--- src/rtl/alu_pkg.sv ---
// Shared types for the ALU control issue path: ALU codes, RV32I opcodes and the decoded entry.
package alu_pkg;

  typedef enum logic [3:0] {
    ALU_AND = 4'b0000,
    ALU_OR  = 4'b0001,
    ALU_ADD = 4'b0010,
    ALU_SUB = 4'b0011,
    ALU_XOR = 4'b0100,
    ALU_SLL = 4'b0101,
    ALU_SRL = 4'b0110,
    ALU_SLT = 4'b0111,
    ALU_ILL = 4'b1111
  } alu_ctrl_e;

  localparam logic [6:0] OPC_OP     = 7'b0110011;
  localparam logic [6:0] OPC_OP_IMM = 7'b0010011;
  localparam logic [6:0] OPC_LOAD   = 7'b0000011;
  localparam logic [6:0] OPC_STORE  = 7'b0100011;
  localparam logic [6:0] OPC_JALR   = 7'b1100111;
  localparam logic [6:0] OPC_JAL    = 7'b1101111;
  localparam logic [6:0] OPC_LUI    = 7'b0110111;
  localparam logic [6:0] OPC_AUIPC  = 7'b0010111;
  localparam logic [6:0] OPC_BRANCH = 7'b1100011;

  localparam logic [6:0] F7_ZERO = 7'b0000000;
  localparam logic [6:0] F7_ALT  = 7'b0100000;

  typedef struct packed {
    alu_ctrl_e   alu_ctrl;
    logic        src2_imm;
    logic [31:0] imm;
    logic [4:0]  rd;
    logic        illegal;
  } dec_entry_t;

  // funct3 map shared by register and immediate ALU ops; 011 (unsigned compare) is unsupported.
  function automatic alu_ctrl_e f3_to_alu(input logic [2:0] f3);
    case (f3)
      3'b000:  return ALU_ADD;
      3'b111:  return ALU_AND;
      3'b110:  return ALU_OR;
      3'b100:  return ALU_XOR;
      3'b001:  return ALU_SLL;
      3'b101:  return ALU_SRL;
      3'b010:  return ALU_SLT;
      default: return ALU_ILL;
    endcase
  endfunction

endpackage

--- src/rtl/alu_ctrl_decode.sv ---
// Combinational RV32I instruction -> ALU control entry decoder.
module alu_ctrl_decode
  import alu_pkg::*;
(
  input  logic [31:0] instr_i,
  output dec_entry_t  dec_o
);

  logic [6:0]  opcode;
  logic [2:0]  f3;
  logic [6:0]  f7;
  logic [31:0] imm_i;
  logic [31:0] imm_s;
  logic [31:0] imm_b;
  logic [31:0] imm_u;
  logic [31:0] imm_j;

  assign opcode = instr_i[6:0];
  assign f3     = instr_i[14:12];
  assign f7     = instr_i[31:25];

  assign imm_i = {{20{instr_i[31]}}, instr_i[31:20]};
  assign imm_s = {{20{instr_i[31]}}, instr_i[31:25], instr_i[11:7]};
  assign imm_b = {{19{instr_i[31]}}, instr_i[31], instr_i[7], instr_i[30:25], instr_i[11:8], 1'b0};
  assign imm_u = {instr_i[31:12], 12'b0};
  assign imm_j = {{11{instr_i[31]}}, instr_i[31], instr_i[19:12], instr_i[20], instr_i[30:21], 1'b0};

  alu_ctrl_e   ctrl;
  logic        src2;
  logic        ill;
  logic [31:0] imm;

  always_comb begin
    ctrl = ALU_ADD;
    src2 = 1'b0;
    ill  = 1'b0;
    imm  = '0;
    case (opcode)
      OPC_OP: begin
        ctrl = f3_to_alu(f3);
        if (f3 == 3'b000 && f7 == F7_ALT) begin
          ctrl = ALU_SUB;
        end else if (f7 != F7_ZERO || f3 == 3'b011) begin
          ill = 1'b1;
        end
      end
      OPC_OP_IMM: begin
        ctrl = f3_to_alu(f3);
        src2 = 1'b1;
        imm  = imm_i;
        // Shift-immediates carry funct7 in imm[11:5]; only the logical forms are supported.
        if (f3 == 3'b011) begin
          ill = 1'b1;
        end else if ((f3 == 3'b001 || f3 == 3'b101) && f7 != F7_ZERO) begin
          ill = 1'b1;
        end
      end
      OPC_LOAD, OPC_JALR: begin
        src2 = 1'b1;
        imm  = imm_i;
      end
      OPC_STORE: begin
        src2 = 1'b1;
        imm  = imm_s;
      end
      OPC_LUI, OPC_AUIPC: begin
        src2 = 1'b1;
        imm  = imm_u;
      end
      OPC_JAL: begin
        src2 = 1'b1;
        imm  = imm_j;
      end
      OPC_BRANCH: begin
        imm = imm_b;
        case (f3[2:1])
          2'b00:   ctrl = ALU_SUB;
          2'b10:   ctrl = ALU_SLT;
          default: ill  = 1'b1;
        endcase
      end
      default: ill = 1'b1;
    endcase
    if (ill) begin
      ctrl = ALU_ILL;
      src2 = 1'b0;
      imm  = '0;
    end
  end

  assign dec_o = '{alu_ctrl: ctrl, src2_imm: src2, imm: imm, rd: instr_i[11:7], illegal: ill};

endmodule

--- src/rtl/alu_ctrl_issue.sv ---
// Issue stage: decodes RV32I instructions into ALU controls behind a 2-entry skid buffer.
// Perf counters are built only when ALU_ISSUE_PERF_CNT_EN is defined.
module alu_ctrl_issue
  import alu_pkg::*;
#(
  parameter int CNT_W = 16
) (
  input  logic             clk_i,
  input  logic             rst_ni,
  input  logic             flush_i,
  input  logic [31:0]      instr_i,
  input  logic             in_valid_i,
  output logic             in_ready_o,
  output logic             out_valid_o,
  input  logic             out_ready_i,
  output logic [3:0]       alu_ctrl_o,
  output logic             src2_imm_o,
  output logic [31:0]      imm_o,
  output logic [4:0]       rd_o,
  output logic             illegal_o,
  output logic [CNT_W-1:0] dec_cnt_o,
  output logic [CNT_W-1:0] ill_cnt_o
);

  localparam logic [1:0] ST_EMPTY = 2'd0;
  localparam logic [1:0] ST_ONE   = 2'd1;
  localparam logic [1:0] ST_FULL  = 2'd2;

  logic [1:0] state_q;
  logic [1:0] state_d;
  dec_entry_t dec_ent;
  dec_entry_t main_q;
  dec_entry_t main_d;
  dec_entry_t skid_q;
  dec_entry_t skid_d;
  logic       accept;
  logic       pop;

  alu_ctrl_decode u_decode (
    .instr_i (instr_i),
    .dec_o   (dec_ent)
  );

  // Ready depends only on state, so there is no combinational path from out_ready_i.
  assign in_ready_o  = (state_q != ST_FULL);
  assign out_valid_o = (state_q != ST_EMPTY);
  assign accept      = in_valid_i & in_ready_o;
  assign pop         = out_valid_o & out_ready_i;

  always_comb begin
    state_d = state_q;
    main_d  = main_q;
    skid_d  = skid_q;
    if (flush_i) begin
      state_d = ST_EMPTY;
    end else begin
      case (state_q)
        ST_EMPTY: begin
          if (accept) begin
            main_d  = dec_ent;
            state_d = ST_ONE;
          end
        end
        ST_ONE: begin
          if (accept && pop) begin
            main_d = dec_ent;
          end else if (accept) begin
            skid_d  = dec_ent;
            state_d = ST_FULL;
          end else if (pop) begin
            state_d = ST_EMPTY;
          end
        end
        ST_FULL: begin
          if (pop) begin
            main_d  = skid_q;
            state_d = ST_ONE;
          end
        end
        default: state_d = ST_EMPTY;
      endcase
    end
  end

  always_ff @(posedge clk_i or negedge rst_ni) begin
    if (!rst_ni) begin
      state_q <= ST_EMPTY;
      main_q  <= '0;
      skid_q  <= '0;
    end else begin
      state_q <= state_d;
      main_q  <= main_d;
      skid_q  <= skid_d;
    end
  end

  assign alu_ctrl_o = main_q.alu_ctrl;
  assign src2_imm_o = main_q.src2_imm;
  assign imm_o      = main_q.imm;
  assign rd_o       = main_q.rd;
  assign illegal_o  = main_q.illegal;

`ifdef ALU_ISSUE_PERF_CNT_EN
  logic [CNT_W-1:0] dec_cnt_q;
  logic [CNT_W-1:0] dec_cnt_d;
  logic [CNT_W-1:0] ill_cnt_q;
  logic [CNT_W-1:0] ill_cnt_d;

  // Counts every handshake, independent of flush; wraps naturally.
  always_comb begin
    dec_cnt_d = dec_cnt_q;
    ill_cnt_d = ill_cnt_q;
    if (accept) begin
      dec_cnt_d = dec_cnt_q + CNT_W'(1);
      if (dec_ent.illegal) begin
        ill_cnt_d = ill_cnt_q + CNT_W'(1);
      end
    end
  end

  always_ff @(posedge clk_i or negedge rst_ni) begin
    if (!rst_ni) begin
      dec_cnt_q <= '0;
      ill_cnt_q <= '0;
    end else begin
      dec_cnt_q <= dec_cnt_d;
      ill_cnt_q <= ill_cnt_d;
    end
  end

  assign dec_cnt_o = dec_cnt_q;
  assign ill_cnt_o = ill_cnt_q;
`else
  assign dec_cnt_o = '0;
  assign ill_cnt_o = '0;
`endif

endmodule
--- config.mk ---
export PLATFORM = sky130hd
export DESIGN_NAME = alu_ctrl_issue
export DESIGN_NICKNAME = d
export VERILOG_FILES = /design/src/rtl/alu_pkg.sv /design/src/rtl/alu_ctrl_decode.sv /design/src/rtl/alu_ctrl_issue.sv
export SDC_FILE = /design/constraint.sdc
export NUM_CORES = 1
export LEC_CHECK = 0
export BUFFER_PORTS_ARGS = -buffer_cell sky130_fd_sc_hd__buf_2
export CAP_MARGIN = 20
export CORE_MARGIN = 5
export CORE_UTILIZATION = 49
export DETAILED_ROUTE_END_ITERATION = 7
export PLACE_DENSITY = 0.76
export SYNTH_ARGS = -nofsm -noshare
export SYNTH_HDL_FRONTEND = slang
export SYNTH_SLANG_ARGS = --single-unit
export TNS_END_PERCENT = 30
--- constraint.sdc ---
create_clock -name clk_i -period 2 [get_ports clk_i]
set_clock_uncertainty 0.15 [all_clocks]
set_input_delay 0.4 -clock clk_i [delete_from_list [all_inputs] [get_ports clk_i]]
set_output_delay 0.4 -clock clk_i [all_outputs]
set_load 0.02 [all_outputs]
# Yosys cells after proc, flatten, opt, wreduce, memory -nomap -nowiden
# Index checks and enable logic that the tools add are counted.
# op_classes
mux,26
reduce_logical,19
n_eq_ne,28
n_bitwise,4
# ops
op,count
$pmux W32 S5,1
$mux W43,3
$pmux W43 S3,1
$mux W32,1
$eq A7 B6 Y1 const B,4
$pmux W4 S7,1
$eq A7 B7 Y1 const B,3
$eq A7 B5 Y1 const B,2
$eq A3 B3 Y1 const B,4
$mux W2,6
$pmux W4 S3,1
$ne A3 B3 Y1 const B,3
$mux W4,2
$ne A2 B2 Y1 const B,4
$reduce_and A4 Y1,2
$eq A7 B2 Y1 const B,1
$mux W1,7
$reduce_bool A7 Y1,1
$reduce_or A7 Y1,1
$eq A3 B2 Y1 const B,2
$pmux W2 S3,1
$pmux W3 S2,1
$reduce_or A6 Y1,1
$reduce_and A5 Y1,1
other kinds (15),23
# word_totals
ff_bits,88
output_inout_bits,77
wordCells,88
inputBits,37

# Longest topological paths before layout
# Gate-level depths: netlist of run 1.
# depth
ltp_word,9
depth_mapped,8
mapped_depth_nobuf,6

# Hierarchy
# A second synthesis of run 1 with hierarchy kept.
# unflattened
hier_cells,424
hier_area_um2,5048.6
# modules_own_cells
mod,seq_area_each_um2,instances,cells_each,area_each_um2
alu_ctrl_issue,2202.1,1,279,4231.6
alu_ctrl_decode,0.0,1,145,817.0

# Worst setup path after synthesis of run 1
# Ideal clock, no wire load.
# synth_timing
path_type,input to register
startpoint,input port instr_i[28]
endpoint,register skid_q[24] in the netlist's numbering
arrival_time_ns,1.817
path_stages,6
slack_ns,-0.059
setup_time_ns,0.092
cell_sequence,or4_4 nor3_4 a311o_4 nand2_4 buf_6 o31ai_2
# synth_between
elab_chain_cells,6
elab_cells_between_ends,11
classes_between,eq/ne (1); mux (6); reduce/logical (4)
# synth_rtl
element,line,text
from (decl),alu_ctrl_issue.sv:11,"input logic [31:0] instr_i,"
$reduce_bool A7 Y1,"alu_ctrl_decode.sv:43, alu_ctrl_decode.sv:54",
$logic_and A1 B1 Y1 or $logic_or A1 B1 Y1 (tied branches),"alu_ctrl_decode.sv:54, alu_ctrl_decode.sv:43",
$mux W1 (on tied branches),"alu_ctrl_decode.sv:54, alu_ctrl_decode.sv:43",
$mux W1 (on tied branches),"alu_ctrl_decode.sv:52, alu_ctrl_decode.sv:41",
$pmux W1 S4 (*),alu_ctrl_decode.sv:38,case (opcode)
$mux W32 (*),alu_ctrl_decode.sv:84,if (ill) begin
to (signal assigned),alu_ctrl_issue.sv:93,skid_q <= skid_d;
to (decl),alu_ctrl_issue.sv:34,dec_entry_t skid_q;
# Mark *: on every way between the ends. The rest lies on a longest branch, timed or not.
# A chain may end at the register's enable or synchronous reset.

# Worst setup path in the final report of run 1
# layout_timing
startpoint,input port instr_i[28]
endpoint,register skid_q[18] in the netlist's numbering
# The elaborated chain is that of the path after synthesis.

==> results of run 1 <==
worst max-delay path: cells and delay by family:
kind	cells	cell delay [ns]
AO/OA/AOI/OAI	2	0.59
buffers and inverters	2	0.25
AND/OR/NAND/NOR	3	0.80
cell families after synthesis:
| group | Yosys count | share of synthesized area |
|---|---|---|
| buf+inv | 73 | 0.08715 |
| xor+xnor | 1 | 0.001800 |
| simple gates | 195 | 0.2057 |
| mux | 28 | 0.05758 |
| flops | 88 | 0.4524 |
| compound gates | 136 | 0.1946 |
| other cells | 1 | 0.0007705 |
area by class of cell:
| class | count | area, µm² | area share |
|---|---|---|---|
| clock inverters | 7 | 46.29 | 0.007765 |
| repair buffers | 140 | 928.4 | 0.1557 |
| well taps | 133 | 166.4 | 0.02791 |
| multi-input cells | 394 | 2452 | 0.4113 |
| inverters | 10 | 41.29 | 0.006925 |
| flip-flops and latches | 88 | 2203 | 0.3696 |
| clock buffers | 9 | 123.9 | 0.02078 |
flip-flops by register name, indices dropped and copies added, names as in the netlist:
name and count:
alu_ctrl_o 4, illegal_o 1, imm_o 32, rd_o 5
skid_q 43, src2_imm_o 1, state_q 2
layer usage:
metal / vias to the layer above / wire length (µm)
met5: - / 0
met1: 2009 / 5523
met2: 169 / 6070
met4: 0 / 131
li1: 2013 / -
met3: 11 / 864
report_power, final:
group,leakage (nW),internal [mW],total [mW],switching [mW]
Sequential,1.16,1.89,1.95,0.0630
Combinational,1.57,0.267,0.715,0.448
Clock,0.0935,0.454,1.10,0.650
Total,2.82,2.61,3.77,1.16
worst max path at each step:
stage / slack [ns] / to / cells after the start / startpoint
after global routing: -0.02 / imm_o[18]$_DFFE_PN0P_ / 6 / state_q[1]$_DFFE_PN0P_
final: 0.05 / skid_q[18]$_DFFE_PN0P_ / 7 / instr_i[28]
after detailed placement: -0.25 / skid_q[18]$_DFFE_PN0P_ / 7 / instr_i[28]
after global placement: -0.20 / imm_o[5]$_DFFE_PN0P_ / 7 / instr_i[28]
after floorplan: -0.06 / skid_q[24]$_DFFE_PN0P_ / 6 / instr_i[28]
after CTS: 0.002 / in_ready_o / 4 / state_q[1]$_DFFE_PN0P_
per-stage QoR:
| stage | cell area (µm²) | total power, mW | instances |
|---|---|---|---|
| finish | 5962 | 3.772 | 781 |
| global route | 5962 | 3.949 | 781 |
| CTS | 5862 | 3.770 | 777 |
| detailed placement | 5675 | 2.684 | 760 |
| global placement | 5675 | 2.661 | 760 |
| floorplan | 4984 | 2.422 | 553 |
repair_timing:
item | 4_1_cts | 5_1_grt
gates resized for setup | 1 | 21
setup buffers | 0 | 2
endpoints found under the setup margin | 12 | 41
pin swaps | 0 | 3
gates cloned | 0 | 2
hold buffers | 1 | 0
hold endpoints to repair | 28 | 0
Yosys cell counts (all sizes together) (2+ instances only):
| master | n | area, µm² |
|---|---|---|
| a211oi | 2 | 15.01 |
| a21oi | 38 | 190.2 |
| a22oi | 4 | 30.03 |
| a311oi | 2 | 17.52 |
| a31oi | 7 | 43.79 |
| and2 | 30 | 187.7 |
| and3b | 2 | 17.52 |
| and4b | 2 | 20.02 |
| buf | 42 | 307.8 |
| clkbuf | 21 | 78.83 |
| dfrtp | 88 | 2202 |
| inv | 9 | 33.78 |
| mux2i | 28 | 280.3 |
| nand2 | 80 | 307.8 |
| nand2b | 5 | 31.28 |
| nand3 | 19 | 95.09 |
| nand3b | 3 | 35.03 |
| nand4 | 2 | 12.51 |
| nand4b | 3 | 26.28 |
| nor2 | 23 | 86.33 |
| nor2b | 5 | 31.28 |
| nor3 | 7 | 46.30 |
| nor3b | 4 | 30.03 |
| o211ai | 3 | 22.52 |
| o21ai | 36 | 180.2 |
| o22ai | 6 | 37.54 |
| o31ai | 29 | 317.8 |
| or2 | 5 | 31.28 |
| or3 | 2 | 12.51 |
==> reports/summary.txt, run 1 <==
Clock tree buffer depth = 2
Total track usage = 0.2102
Synthesized area = 4867 µm²
CP peak stage delay = 0.53 ns
Initial antenna violation count = 0
R2r endpoint = imm_o[18]$_DFFE_PN0P_
Area of the die = 12030 µm²
Std-Cell Rows = 36
DRC = 0
Hold Crit Depth = 2
Share of cells above drive strength 1 = 0.3086
Sequential element share of the synthesized area = 0.4524
CTS tree = yes
TritonCTS Buffers = 9
Required time worst endpoint = 2.10 ns
Final Hold Viols = 0
Clock Latency Late Sink = 0.35 ns
Clk slew on worst S/H paths = 0.08 ns
Status = completed
Crit Path Class = input port to flop
Met3 usage = 0.03230
Number of global-route vias before repair = 4029
Chip Height = 109.7 µm
Synth Flop Type = dfrtp_1
Worst Hold Class = input port to flop
Utilization after layout = 0.6128
GP Congestion = 0.9203
Cells after synthesis = 522
Max Freq = 0.5117 GHz
Wire per inst = 16.12 µm
Reg2Reg Setup Slack = 0.09 ns
Worst Reg2Reg Path Length in Cells = 6
Most Used Layer, Global Route = met2
Largest net degree at the start of global routing = 68
Final HPWL DP = 9301 µm
Post-Place Worst Slack = -0.2459 ns
Peak VDD IR = 0.0002849 V
Layout fillers = 827
Most common cell after layout, fill and taps aside = dfrtp_1
DRT antenna net count = 0
Crit share post-route = 0.9771
Detailed Routing Iterations Pass 1 = 5
Fin. max-slew vios = 0
IO Count = 114
Max-Cap Viols = 0
Commonest cells after routing, fill and taps aside = dfrtp_1 (87), buf_2 (80), nand2_1 (79), buf_4 (53), a21oi_1 (37)
Worst EP arrival = 2.05 ns
DRT Wirelength = 12590 µm
Yosys warning total = 0
Global route total overflow = 0
Crit end category = flop
Mean post-synth cell area = 9.324 µm²
EDFF count, synth = 0
Min Tclk post-route = 1.954 ns
First DRT Iteration DRCs = 331
First-pass GRT wire length = 20070 µm
Fin nets = 680
Crit-path slowest cell = or4_4
Seq cells post-synth = 88
Placeable core region = 9729 µm²
CP startpoint kind = input port
Area Growth Syn to Fin = 22.49%
Hold_ws = 0.1404 ns
Root Driver = clkbuf_8
Starting Density = 0.5003
Leakage = 2.822 nW
R2r startpoint = state_q[1]$_DFFE_PN0P_
Pwr dens = 632.6 nW/µm²
Asr flop ratio synth = 1.000
Min-delay src = out_ready_i
Crit Path Max Fanout = 9
# port buffers = 81
DR vias = 4202
GRT met2 Usage = 0.3357
Post-synth cell types = 52
Setup TNS = 0 ns
Vias per inst = 5.380
Min-Delay Endpoint = state_q[1]$_DFFE_PN0P_
Finish-stage setup viols = 0
Met1 usage = 0.2995
Final WS setup = 0.04574 ns
N_diodes = 0
CTS H-tree lvls = 3
Crit-path cells = buf_2 > or4_4 > nor3_4 > a311o_4 > nand2_4 > buf_12 > o31ai_1
Die width = 109.7 µm
Clock net sink count = 88
Power figures use the tool's default switching activity.
==> run 2: changes to the inputs <==
--- a/config.mk
+++ b/config.mk
@@ -5,10 +5,11 @@
 export SDC_FILE = /design/constraint.sdc
 export NUM_CORES = 1
 export LEC_CHECK = 0
+export ABC_AREA = 1
 export BUFFER_PORTS_ARGS = -buffer_cell sky130_fd_sc_hd__buf_2
 export CAP_MARGIN = 20
 export CORE_MARGIN = 5
-export CORE_UTILIZATION = 49
+export CORE_UTILIZATION = 50
 export DETAILED_ROUTE_END_ITERATION = 7
 export PLACE_DENSITY = 0.76
 export SYNTH_ARGS = -nofsm -noshare
==> run 2 against run 1 <==
Utilization shrank 1.4 points. Non-clock buffer count down 9. Sequential cell count is the same. Clock power rose by 29%. Fmax rose by 1.0%. Register-to-register slack improved by 0.18 ns. Via count grew 29%. Global-route usage grew 0.94 points. Final area rose by 8.3%. Largest cell class unchanged. Largest power group unchanged. Area after synthesis up 13%.
==> reports/summary.txt, run 2 <==
Status = completed
Cells after synthesis = 835 (+60%)
Post-placement cell count = 1049 (+38%)
Placeable core region = 10790 µm² (+11%)
DR vias = 5409 (+29%)
Chip Height = 114.8 µm (+4.7%)
Clock net sink count = 88 (unchanged)
Top post-synthesis cells by count = nand2_1 (311), nor2_1 (131), nand3_1 (93), dfrtp_1 (88), o21ai_1 (38)
Combinational family with the most area after synthesis = simple AND/OR/NAND/NOR gates
Synthesized area = 5494 µm² (+13%)
Share of cells above drive strength 1 = 0.1800 (-0.1287)
Crit-path cells = inv_1 > nor2_4 > inv_4 > buf_12 > buf_2
Area Growth Syn to Fin = 17.54%
Sequential element share of the synthesized area = 0.4008 (-0.05162)
Largest net degree at the start of global routing = 87 (+28%)
Std-Cell Rows = 38 (+5.6%)
Crit-path leading delay family = buffers and inverters
Max reg flops = 43 (unchanged)
Initial antenna violation count = 0 (unchanged)
R2r endpoint = illegal_o$_DFFE_PN0P_
DRT antenna net count = 0 (unchanged)
Final HPWL DP = 9773 µm (+5.1%)
Root Driver = clkbuf_8
Seq cells post-synth = 88 (unchanged)
Vias per inst = 5.065 (-5.9%)
Min-Delay Endpoint = skid_q[1]$_DFFE_PN0P_
Max-Cap Viols = 0 (unchanged)
Peak VDD IR = 0.0003100 V (+8.8%)
Global route total overflow = 0 (unchanged)
# port buffers = 81 (unchanged)
Min Tclk post-route = 1.935 ns (-0.01945 ns)
Reg2Reg Setup Slack = 0.27 ns (+0.18 ns)
Post-CTS setup buffer count = 0 (unchanged)
R2r startpoint = state_q[1]$_DFFE_PN0P_
Bufs and invs on worst path = 4 (+2)
Crit-path slowest cell = dfrtp_1
Detailed Routing Iterations Pass 1 = 7 (+2)
Max Freq = 0.5168 GHz (+1.0%)
Crit Path Max Fanout = 14 (+5)
Total track usage = 0.2196 (+0.009392)
Synth Flop Type = dfrtp_1
Crit end category = output port
GP Congestion = 0.9076 (-1.4%)
Mean post-synth cell area = 6.580 µm² (-29%)
Required time worst endpoint = 1.45 ns (-0.65 ns)
CP startpoint kind = flop
Fin. max-slew vios = 0 (unchanged)
Number of global-route vias before repair = 4886 (+21%)
Most common cell after layout, fill and taps aside = nand2_1
Crit share post-route = 0.9674 (-0.009724)
Post-Synth XOR/XNOR Area = 0.001594 (-0.0002053)
Synth Area in Compound Gates = 0.06422 (-0.1304)
Final Hold Viols = 0 (unchanged)
Fin nets = 960 (+41%)
Largest Register = skid_q
Clock tree buffer depth = 2 (unchanged)
N_diodes = 0 (unchanged)
Asr flop ratio synth = 1.000 (unchanged)
First-pass GRT wire length = 23500 µm (+17%)
Min-delay src = instr_i[7]
Post-synth cell types = 25 (-52%)
Commonest cells after routing, fill and taps aside = nand2_1 (310), nor2_1 (131), nand3_1 (93), dfrtp_1 (88), buf_2 (80)
Pwr dens = 684.7 nW/µm² (+8.2%)
Area of the die = 13180 µm² (+9.6%)
Worst EP arrival = 1.38 ns (-0.67 ns)
EDFF count, synth = 0 (unchanged)
CTS H-tree lvls = 3 (unchanged)
Clk slew on worst S/H paths = 0.08 ns (about the same)
Post-synthesis mux area share = 0 (-0.05758)
Starting Density = 0.5090 (+0.008785)
Synth top area share = 0.4008 (-0.05162)
CTS tree = yes
TritonCTS Buffers = 9 (unchanged)
Leakage = 4.005 nW (+42%)
Hold_ws = 0.2048 ns (+0.06435 ns)
Finish-stage setup viols = 0 (unchanged)
First DRT Iteration DRCs = 447 (+35%)
Yosys warning total = 0 (unchanged)
Post-Layout Cell Count = 1068 (+37%)
Clock Latency Late Sink = 0.37 ns (+0.02 ns)
Most frequent cell after synthesis = nand2_1
Worst Reg2Reg Path Length in Cells = 9 (+3)
Die width = 114.8 µm (+4.7%)
CP peak stage delay = 0.40 ns (-0.13 ns)
Synth top area cells = dfrtp_1 (40%), nand2_1 (21%), nor2_1 (9.0%)
Worst Hold Class = input port to flop
Hold Crit Depth = 3 (+1)
Post-synthesis adder-cell area fraction = 0 (unchanged)
Post-synthesis simple-gate area fraction = 0.4197 (+0.2141)
Area leader, netlist = dfrtp_1
DRT Wirelength = 14210 µm (+13%)
Wire per inst = 13.31 µm (-17%)
RSZ-0062 raised after global routing = false
Overall Power = 4.421 mW (+17%)
DRC = 0 (unchanged)
Crit path depth = 5 (-2)
Crit Path Class = flop to output port
IO Count = 114 (unchanged)
Utilization after layout = 0.5983 (-0.01448)
==> run 2: repair_timing <==
item                                   CTS  global route
gates cloned                             1             1
endpoints found under the hold margin   28             0
hold buffers                             1             0
setup endpoints to repair                1             1
resized for setup                        0             1
==> run 2: final cells by class <==
type / instances / area (µm²)
inverters: 34 / 130.1
fillers: 1025 / 4335
repair buffers: 131 / 928.4
multi-input cells: 659 / 2790
clock buffers: 12 / 155.1
flip-flops and latches: 88 / 2202
well taps: 140 / 175.2
clock inverters: 4 / 76.32
==> run 2: worst max-delay path by stage <==
stage                                start                    end  slack [ns]
floorplan                       instr_i[1]  imm_o[15]$_DFFE_PN0P_        0.19
global placement                instr_i[1]  imm_o[21]$_DFFE_PN0P_       -0.06
detailed placement              instr_i[1]  imm_o[20]$_DFFE_PN0P_       -0.13
CTS                 state_q[1]$_DFFE_PN0P_             in_ready_o        0.02
global route        state_q[1]$_DFFE_PN0P_             in_ready_o       0.002
finish              state_q[1]$_DFFE_PN0P_             in_ready_o        0.07
==> run 2: cell families (layout without fill, tap and decap cells) <==
logic type	after synthesis	count (layout)
xor gates and xnor gates	1	1
buffers and inverters	119	181
AOI/OAI and AO/OA	69	69
and+or+nand+nor	557	557
DFF	88	88
other	1	32
==> run 2: stage by stage <==
stage                     cell area [µm²]  setup TNS (ns)  worst slack [ns]
after floorplan                      5610               0            0.1862
after global placement               6156         -0.6133          -0.05697
after detailed placement             6156          -1.200           -0.1323
after CTS                            6430               0           0.02076
after global routing                 6457               0          0.001658
final                                6457               0           0.06519
==> run 2: per-layer routing <==
metal	vias to the layer above	track usage	part of all wire
li1	2734	-	-
met5	-	0	0
met2	196	0.3295	0.44
met3	35	0.03632	0.072
met4	0	0.1002	0.029
met1	2444	0.3124	0.46
==> run 2: power breakdown <==
part,internal [mW],leakage (nW),switching [mW]
clock,0.775,0.113,0.648
combinational,0.305,2.71,0.648
sequential,1.96,1.18,0.0844
total,3.04,4.01,1.38
==> run 2: worst register-to-register path, delay by kind of cell, from the launching register on <==
family / cells / cell delay, ns
compound gates: 3 / 0.34
buf+inv: 3 / 0.52
flops: 1 / 0.40
simple gates: 3 / 0.21
==> run 3: changes to the inputs <==
--- a/config.mk
+++ b/config.mk
@@ -9,9 +9,10 @@
 export BUFFER_PORTS_ARGS = -buffer_cell sky130_fd_sc_hd__buf_2
 export CAP_MARGIN = 20
 export CORE_MARGIN = 5
-export CORE_UTILIZATION = 50
+export CORE_UTILIZATION = 52
+export CTS_BUF_LIST = sky130_fd_sc_hd__clkbuf_4 sky130_fd_sc_hd__clkbuf_8
 export DETAILED_ROUTE_END_ITERATION = 7
-export PLACE_DENSITY = 0.76
+export PLACE_DENSITY = 0.78
 export SYNTH_ARGS = -nofsm -noshare
 export SYNTH_HDL_FRONTEND = slang
 export SYNTH_SLANG_ARGS = --single-unit
==> run 3 against run 2 <==
Setup slack better by 0.033 ns. First-iteration DRC count up 32%. Global-route usage decreased by 0.87 points. Fmax grew 1.7%. Hold slack gained 0.00057 ns. Sequential power about the same. Combinational power shrank 1%. Wire length decreased by 3.1%. Critical path type unchanged. Largest power group unchanged.
==> reports/summary.txt, run 3 (synthesized netlist as in run 2, its figures left out) <==
Status = completed
Clock Latency Late Sink = 0.36 ns (about the same)
Crit Path Max Fanout = 14 (unchanged)
Crit share post-route = 0.9512 (-0.01625)
Wire per inst = 12.96 µm (-2.6%)
Fin nets = 958 (-0.21%)
Overall Power = 4.431 mW (+0.21%)
GP Congestion = 0.9376 (+3.3%)
RSZ-0062 raised after global routing = false
Max-Cap Viols = 0 (unchanged)
Worst Hold Class = input port to flop
Pwr dens = 684.9 nW/µm² (about the same)
CTS H-tree lvls = 3 (unchanged)
First DRT Iteration DRCs = 590 (+32%)
DRT antenna net count = 0 (unchanged)
Required time worst endpoint = 1.45 ns (about the same)
Share of cells above drive strength 1 = 0.1793 (-0.0006912)
Post-Layout Cell Count = 1062 (-0.56%)
Clk slew on worst S/H paths = 0.09 ns (about the same)
Reg2Reg Setup Slack = 0.31 ns (+0.04 ns)
Post-Place Worst Slack = -0.02495 ns (+0.1074 ns)
Crit end category = output port
Area Growth Syn to Fin = 17.74%
Max Freq = 0.5257 GHz (+1.7%)
Worst EP arrival = 1.35 ns (-0.03 ns)
Final Hold Viols = 0 (unchanged)
# port buffers = 81 (unchanged)
Peak VDD IR = 0.0003307 V (+6.7%)
Clock tree buffer depth = 2 (unchanged)
Chip Height = 112.8 µm (-1.8%)
Layout fillers = 985 (-3.9%)
R2r endpoint = skid_q[29]$_DFFE_PN0P_
Std-Cell Rows = 37 (-2.6%)
Commonest cells after routing, fill and taps aside = nand2_1 (310), nor2_1 (131), nand3_1 (93), dfrtp_1 (88), buf_2 (80)
DR vias = 5346 (-1.2%)
Placeable core region = 10320 µm² (-4.3%)
IO Count = 114 (unchanged)
CP startpoint kind = flop
Vias per inst = 5.034 (-0.61%)
Area of the die = 12720 µm² (-3.5%)
Global route total overflow = 0 (unchanged)
Leakage = 4.002 nW (about the same)
CTS tree = yes
Finish-stage setup viols = 0 (unchanged)
Post-placement cell count = 1043 (-0.57%)
Max reg flops = 43 (unchanged)
Utilization after layout = 0.6266 (+0.02828)
Min Tclk post-route = 1.902 ns (-0.03250 ns)
N_diodes = 0 (unchanged)
Detailed Routing Iterations Pass 1 = 5 (-2)
Number of global-route vias before repair = 4657 (-4.7%)
TritonCTS Buffers = 9 (unchanged)
Largest Register = skid_q
Starting Density = 0.5322 (+0.02314)
Largest net degree at the start of global routing = 76 (-13%)
Final HPWL DP = 9760 µm (-0.13%)
R2r startpoint = state_q[0]$_DFFE_PN0P_
DRT Wirelength = 13760 µm (-3.1%)
Initial antenna violation count = 0 (unchanged)
Hold_ws = 0.2053 ns (+0.0005750 ns)
Most common cell after layout, fill and taps aside = nand2_1
DRC = 0 (unchanged)
Slew HR = 0.5262
Final WS setup = 0.09770 ns (+0.03250 ns)
Min-Delay Endpoint = skid_q[1]$_DFFE_PN0P_
Root Driver = clkbuf_8
Worst Reg2Reg Path Length in Cells = 3 (-6)
Clock net sink count = 88 (unchanged)
Total track usage = 0.2108 (-0.008746)
First-pass GRT wire length = 22380 µm (-4.8%)
Hold Crit Depth = 3 (unchanged)
Die width = 112.8 µm (-1.8%)
Crit Path Class = flop to output port
Slew @ Worst Pin = 0.7107 ns
Fin. max-slew vios = 0 (unchanged)
Min-delay src = instr_i[7]
[run 3: cell types whose count changed in the layout (fill, tap and decap cells not counted), sizes merged]
| cell | previous run | this run |
|---|---|---|
| bufbuf | 1 | 0 |
| buf | 128 | 126 |
| inv | 34 | 36 |
| clkinv | 1 | 0 |
[run 3: layout make-up]
cell class                      instances  area (µm²)  share of cell area
Multi-Input combinational cell        659        2790              0.4313
Clock buffer                           11       145.1             0.02244
Sequential cell                        88        2202              0.3404
Timing Repair Buffer                  129       943.4              0.1458
Inverter                               34       130.1             0.02012
Clock inverter                          5       87.58             0.01354
Tap cell                              136       170.2             0.02631
[run 3: stage by stage]
step	setup TNS [ns]	area, µm²
finish	0	6469
global route	0	6469
CTS	0	6416
detailed placement	-0.2049	6173
global placement	-0.01967	6173
floorplan	0	5610
[run 3: worst max path at each step]
| stage | start | end | slack [ns] |
|---|---|---|---|
| detailed placement | instr_i[2] | imm_o[30]$_DFFE_PN0P_ | -0.02 |
| finish | state_q[1]$_DFFE_PN0P_ | in_ready_o | 0.1 |
| floorplan | instr_i[1] | imm_o[15]$_DFFE_PN0P_ | 0.19 |
| global placement | instr_i[1] | imm_o[20]$_DFFE_PN0P_ | -0.01 |
| global route | state_q[1]$_DFFE_PN0P_ | in_ready_o | 0.02 |
| CTS | state_q[1]$_DFFE_PN0P_ | in_ready_o | 0.009 |
[run 3: critical path: stages, from the launching register on]
cell,delay (ns)
dfrtp_1,0.40
inv_1,0.12
nor2_4,0.05
inv_4,0.10
buf_12,0.15
buf_2,0.17
[run 3: layer usage]
metal,part of all wire,vias to the layer above,GRT usage
met5,0,-,0
met4,0.014,0,0.05128
met1,0.46,2413,0.3109
li1,-,2739,-
met3,0.070,14,0.03476
met2,0.45,180,0.3254
[run 3: power by group]
part / switching, mW / internal [mW] / leakage (nW)
Sequential: 0.0853 / 1.96 / 1.18
Clock: 0.675 / 0.766 / 0.115
Combinational: 0.640 / 0.303 / 2.71
Total: 1.40 / 3.03 / 4.00
[run 3: timing repair]
action / CTS / global route
setup endpoints to repair: 0 / 1
buffers inserted: 0 / 0
hold buffers: 1 / 0
gates resized for setup: 0 / 1
endpoints found under the hold margin: 28 / 0
